===== src/rtl/pipe_stage_hs.sv =====
// Pipeline stage register with valid/ready handshake, flush, optional two-entry
// skid buffer (registered in_ready) and a saturating stall-cycle counter.
module pipe_stage_hs #(
    parameter int DATA_W = 101,
    parameter int SKID   = 1,
    parameter int CNT_W  = 16
) (
    input  logic              clk,
    input  logic              reset,
    input  logic              flush,
    input  logic              cnt_clear,
    input  logic              in_valid,
    output logic              in_ready,
    input  logic [DATA_W-1:0] in_data,
    output logic              out_valid,
    input  logic              out_ready,
    output logic [DATA_W-1:0] out_data,
    output logic [1:0]        occupancy,
    output logic [CNT_W-1:0]  stall_cnt
);

    logic [DATA_W-1:0] main_q, main_d, skid_q, skid_d;
    logic              mvld_q, mvld_d, svld_q, svld_d, rdy_q;
    logic [CNT_W-1:0]  cnt_q, cnt_d;
    logic              in_fire, out_fire, stall;

    assign out_valid = mvld_q;
    assign out_data  = main_q;
    assign in_ready  = (SKID != 0) ? rdy_q : (~mvld_q | out_ready);
    assign in_fire   = in_valid & in_ready;
    assign out_fire  = mvld_q & out_ready;
    assign stall     = mvld_q & ~out_ready;
    assign occupancy = {1'b0, mvld_q} + {1'b0, svld_q};
    assign stall_cnt = cnt_q;

    always_comb begin
        main_d = main_q;
        skid_d = skid_q;
        mvld_d = mvld_q;
        svld_d = svld_q;
        if (SKID == 0) begin
            if (in_fire) begin
                main_d = in_data;
                mvld_d = 1'b1;
            end else if (out_fire) begin
                mvld_d = 1'b0;
            end
        end else begin
            if (!mvld_q || out_fire) begin
                // Main slot frees up: the older skid beat moves first to keep FIFO order.
                if (svld_q) begin
                    main_d = skid_q;
                    mvld_d = 1'b1;
                    svld_d = in_fire;
                    if (in_fire) skid_d = in_data;
                end else begin
                    mvld_d = in_fire;
                    if (in_fire) main_d = in_data;
                end
            end else if (in_fire) begin
                skid_d = in_data;
                svld_d = 1'b1;
            end
        end
        if (flush) begin
            main_d = main_q;
            skid_d = skid_q;
            mvld_d = 1'b0;
            svld_d = 1'b0;
        end
    end

    always_comb begin
        cnt_d = cnt_q;
        if (cnt_clear)
            cnt_d = '0;
        else if (stall && !(&cnt_q))
            cnt_d = cnt_q + CNT_W'(1);
    end

    always_ff @(posedge clk or negedge reset) begin
        if (!reset) begin
            main_q <= '0;
            skid_q <= '0;
            mvld_q <= 1'b0;
            svld_q <= 1'b0;
            rdy_q  <= 1'b1;
            cnt_q  <= '0;
        end else begin
            main_q <= main_d;
            skid_q <= skid_d;
            mvld_q <= mvld_d;
            svld_q <= svld_d;
            rdy_q  <= ~svld_d;
            cnt_q  <= cnt_d;
        end
    end

endmodule

===== config.mk =====
export PLATFORM = sky130hd
export DESIGN_NAME = pipe_stage_hs
export DESIGN_NICKNAME = d
export VERILOG_FILES = /design/src/rtl/pipe_stage_hs.sv
export SDC_FILE = /design/constraint.sdc
export NUM_CORES = 1
export LEC_CHECK = 0
export CORE_MARGIN = 2
export CORE_UTILIZATION = 50
export DETAILED_ROUTE_END_ITERATION = 12
export PLACE_DENSITY_LB_ADDON = 0.25
export RECOVER_POWER = 25
export SLEW_MARGIN = 20
export SYNTH_ARGS = -nofsm -noshare
export SYNTH_HDL_FRONTEND = slang
export SYNTH_SLANG_ARGS = --single-unit

===== constraint.sdc =====
create_clock -name clk -period 2.1 [get_ports clk]
set_clock_uncertainty 0.1 [all_clocks]
set_input_delay 0.42 -clock clk [delete_from_list [all_inputs] [get_ports clk]]
set_output_delay 0.42 -clock clk [all_outputs]
set_load 0.1 [all_outputs]

Yosys cells after proc, flatten, opt, wreduce, memory -nomap -nowiden
Cells that the tools add are included.

Input port bits: 107. Output and inout bits: 121. Bits in registers: 221.

Reduce and logical (&&, ||, !) cells: 10. $add $sub $neg: 2. Mux-type cells: 14. Eq/ne operators: 1. Bitwise operators: 6.

Operator list (count): $mux W101 (5); $mux W16 (2); $add A16 B1 Y16 const B (1); $reduce_and A16 Y1 (1); $mux W1 (7); $reduce_bool A2 Y1 (3); $and A1 B1 Y1 (3); $not A1 Y1 (3); $reduce_and A3 Y1 (1); $add A1 B1 Y2 (1); $logic_not A1 Y1 (2); $ne A2 B2 Y1 const B (1); $reduce_and A2 Y1 (1); $logic_and A1 B1 Y1 (1); $logic_or A1 B1 Y1 (1).

Logic depth before layout (Yosys ltp)
Depth in word-level cells: 5. Gate-level depth with buffers: 7.

Worst setup path before layout
OpenSTA, ideal clock, no wires.

Kind: register to register. Start: reg mvld_q, in the netlist out_valid. End: reg skid_q[10]. Data required time: 1.875 ns. Data arrival time: 2.292 ns. Path buffers: 2. Cell stages (with the launch flop): 7. Slack: -0.417 ns. Clock period less this slack: 2.517 ns. Path through: dfrtp_1 nor2b_1 nor2_1 nor3b_1 buf_2 buf_2 mux2_2.

Cells in the longest elaborated chain, start to end: 4.

RTL lines: start: declaration (line 23) `logic mvld_q, mvld_d, svld_q, svld_d, rdy_q;`; start signal: assignment (line 92) `mvld_q <= mvld_d;`; $and A1 B1 Y1 or $logic_not A1 Y1 (tied branches) (line 31, 49); $logic_or A1 B1 Y1 (*) (line 49) `if (!mvld_q || out_fire) begin`; $ne A2 B2 Y1 (no line); $reduce_and A2 Y1 (no line); end signal: assignment (line 91) `skid_q <= skid_d;`; end: declaration (line 22) `logic [DATA_W-1:0] main_q, main_d, skid_q, skid_d;`.

Mark *: on every way between the ends. The rest lies on a longest branch, timed or not. A chain may end at the register's enable or synchronous reset.

Final worst setup path
Start: reg svld_q. End: out occupancy[0].

Cells in the longest elaborated chain, start to end: 1.

RTL lines: start: declaration (line 23); start signal: assignment (line 93) `svld_q <= svld_d;`; $add A1 B1 Y2 (line 33) `assign occupancy = {1'b0, mvld_q} + {1'b0, svld_q};`; end: declaration (line 18) `output logic [1:0] occupancy,`.

No other way between the ends.

==> flow_metrics.env <==
export IMPL_dpl_cell_count=1209
export IMPL_max_freq_mhz=493.8
export IMPL_synth_area_leaders="dfrtp_1, mux2_2, mux2i_1"
export IMPL_tightest_slew_ns=0.8921
export IMPL_grt_pass1_vias=6806
export IMPL_synth_largest_area_cell="dfrtp_1"
export IMPL_path_class="reg -> out"
export IMPL_clk_pin_slew_ns=0.06
export IMPL_critPathLaunchType="flop"
export IMPL_ir_worst_vdd_mv=0.7408
export IMPL_cts_root_buf="clkbuf_16"
export IMPL_postRouteAntennaNets=0
export IMPL_min_path_cells=1
export IMPL_antenna_cells=0
export IMPL_fin_cells=1253
export IMPL_p_leak_nw=5.270
export IMPL_reg2reg_slack_ns=0.12
export IMPL_vias=6700
export IMPL_cts_buffer_depth=3
export IMPL_gp_congestion=0.7589
export IMPL_netlist_area_um2=9320
export IMPL_rr_startpoint="in_ready$_DFF_PN1_"
export IMPL_tns_ns=0
export IMPL_rows=49
export IMPL_yosysSeqAreaShare_pct=59.35
export IMPL_ys_warn_count=0
export IMPL_drc=0
export IMPL_required_ns=1.58
export IMPL_fill_cells=1311
export IMPL_whs_ns=0.4020
export IMPL_grt_max_degree=60
export IMPL_synth_cell_type_count=31
export IMPL_setup_viol=0
export IMPL_clkLatencyLatePin_ns=0.51
export IMPL_max_slew_margin_pct=40.53
export IMPL_hold_path_class="reg -> reg"
export IMPL_drv_cap=0
export IMPL_crit_fanout=5
export IMPL_grt_total_usage_pct=21.62
export IMPL_cts_tree="done"
export IMPL_die_h_um=140.5
export IMPL_slew_viol_final=0
export IMPL_rsz0062_at_grt="false"
export IMPL_swShare_pct=38.71
export IMPL_arrival_ns=1.51
export IMPL_synth_top_area_share_pct=59.07
export IMPL_grt_pass1_wl_mm=34.96
export IMPL_fin_total_pwr_mw=14.87
export IMPL_routedWlPerCell_um=16.99
export IMPL_die_w_um=140.5
export IMPL_layout_common_cells="dfrtp_1, buf_4, a21oi_1"
export IMPL_p_per_area_nw_per_um2=1160
export IMPL_cts_sinks=221
export IMPL_dieArea_um2=19750
export IMPL_reg2regPathDepth=5
export IMPL_initial_core_util_pct=51.36
export IMPL_hold_end="skid_q[55]$_DFFE_PN0P_"
export IMPL_switchingPower_mw=5.756
export IMPL_first_pass_iters=4
export IMPL_nets=1116
export IMPL_grt_ovfl_total=0
export IMPL_core_area_um2=18150
export IMPL_synth_avg_cell_area_um2=12.26
export IMPL_end_kind="output pin"
export IMPL_first_iter_violations=216
export IMPL_viasPerCell=5.347
export IMPL_wl_mm=21.29
export IMPL_pwr_share_comb_pct=33.8
export IMPL_hold_viol=0
export IMPL_antenna_found_initial=0
export IMPL_dp_hpwl_mm=14.53
export IMPL_synthCells=760
export IMPL_status="finished, final reports clean"
export IMPL_portBuffers=227
export IMPL_ys_ff_latch=221
export IMPL_htreeDepth=1
export IMPL_pwr_share_clk_pct=27.7
export IMPL_reg2reg_to="skid_q[28]$_DFFE_PN0P_"
export IMPL_cts_made_buffers=24
export IMPL_drive_gt1_share_pct=32.42
export IMPL_layout_commonest_cell="dfrtp_1"
export IMPL_min_from="skid_q[55]$_DFFE_PN0P_"
export IMPL_power_internal_mw=9.112
export IMPL_syn_nets=869
export IMPL_syn_to_final_growth_pct=37.47
export IMPL_seqPwrFrac_pct=38.6
export IMPL_fin_crit_sh_pct=96.44
export IMPL_ioPinCount=228
export IMPL_fin_crit_ns=2.025
[power by group through the flow]
stage	clock network, mW	logic, mW	registers, mW
2_1_floorplan	0	1.09	8.37
3_3_place_gp	0	4.97	5.76
3_5_place_dp	0	5.04	5.80
4_1_cts	4.21	5.06	5.74
5_1_grt	4.42	5.24	5.85
6_report	4.11	5.02	5.73
[through the flow]
step	area [um2]	util (%)	worst slack, ns
after global placement	12020	66.23	-0.2698
after floorplan	9363	-	-0.02540
after CTS	12810	70.61	0.001522
after global routing	12810	70.60	0.01233
final	12810	70.60	0.07479
after detailed placement	12020	66.23	-0.3088
[state kept, by name (all words and copies together), names as in the netlist]
signal and flops:
in_ready 1, out_valid 1, skid_q 101, svld_q 1, stall_cnt 16, out_data 101
[timing repair]
item,4_1_cts,5_1_grt
setup buffers,0,0
hold buffers,1,0
endpoints found under the hold margin,52,0
resized for setup,0,2
setup endpoints to repair,0,3
[synthesized netlist by cell type]
library cell	n
dfrtp_1	220
a21oi_1	117
nor2_1	106
mux2_2	103
mux2i_1	101
clkbuf_1	33
buf_2	14
o31ai_1	9
or4_1	7
nand2_1	5
nand4_1	5
o21ai_0	5
or3_1	5
inv_1	3
nor4_1	3
clkbuf_8	2
ha_1	2
nand2b_1	2
nand3_1	2
nor2b_1	2
nor3_1	2
or2_2	2
or3_2	2
and2_1	1
and4_1	1
dfstp_2	1
maj3_1	1
nand3_2	1
nand3b_1	1
nand4b_1	1
nor3b_1	1
[layout make-up]
class | instances | area (um2) | share of cell area (%)
sequential | 221 | 5575 | 43.52
multi-input combinational | 487 | 3586 | 27.99
timing repair buffer | 270 | 2569 | 20.05
clock buffer | 39 | 758.2 | 5.918
tap | 229 | 286.5 | 2.236
clock inverter | 4 | 26.28 | 0.2051
inverter | 3 | 11.26 | 0.08789
[how the worst max path moves through the flow]
stage	start	endpoint	slack, ns
floorplan	in_ready$_DFF_PN1_	skid_q[10]$_DFFE_PN0P_	-0.03
global placement	out_ready	stall_cnt[13]$_DFFE_PN0P_	-0.27
detailed placement	out_ready	stall_cnt[11]$_DFFE_PN0P_	-0.31
CTS	svld_q$_DFF_PN0_	occupancy[0]	0.002
global route	stall_cnt[0]$_DFFE_PN0P_	stall_cnt[4]$_DFFE_PN0P_	0.01
finish	svld_q$_DFF_PN0_	occupancy[0]	0.07
[per-layer routing]
| layer | track usage [%] | vias to the layer above | routed length (um) |
|---|---|---|---|
| li1 | - | 3180 | - |
| met1 | 30.23 | 3292 | 9277 |
| met2 | 33.85 | 198 | 9962 |
| met3 | 6.120 | 30 | 1709 |
| met4 | 5.316 | 0 | 342 |
| met5 | 0 | - | 0 |
[cell families after synthesis]
kind of cell / count (synthesis) / share of synthesized area, %
flip-flops: 221 / 59.35
adder cells (fa/ha/maj): 3 / 0.3759
AND/OR/NAND/NOR: 149 / 7.209
buffers and inverters: 52 / 2.497
AO/OA/AOI/OAI: 131 / 7.276
multiplexers: 204 / 23.29
[critical path, stage by stage (launching register included)]
cell and delay, ns:
dfrtp_4 0.54, ha_4 0.30, buf_12 0.16
Power figures use the tool's default switching activity.
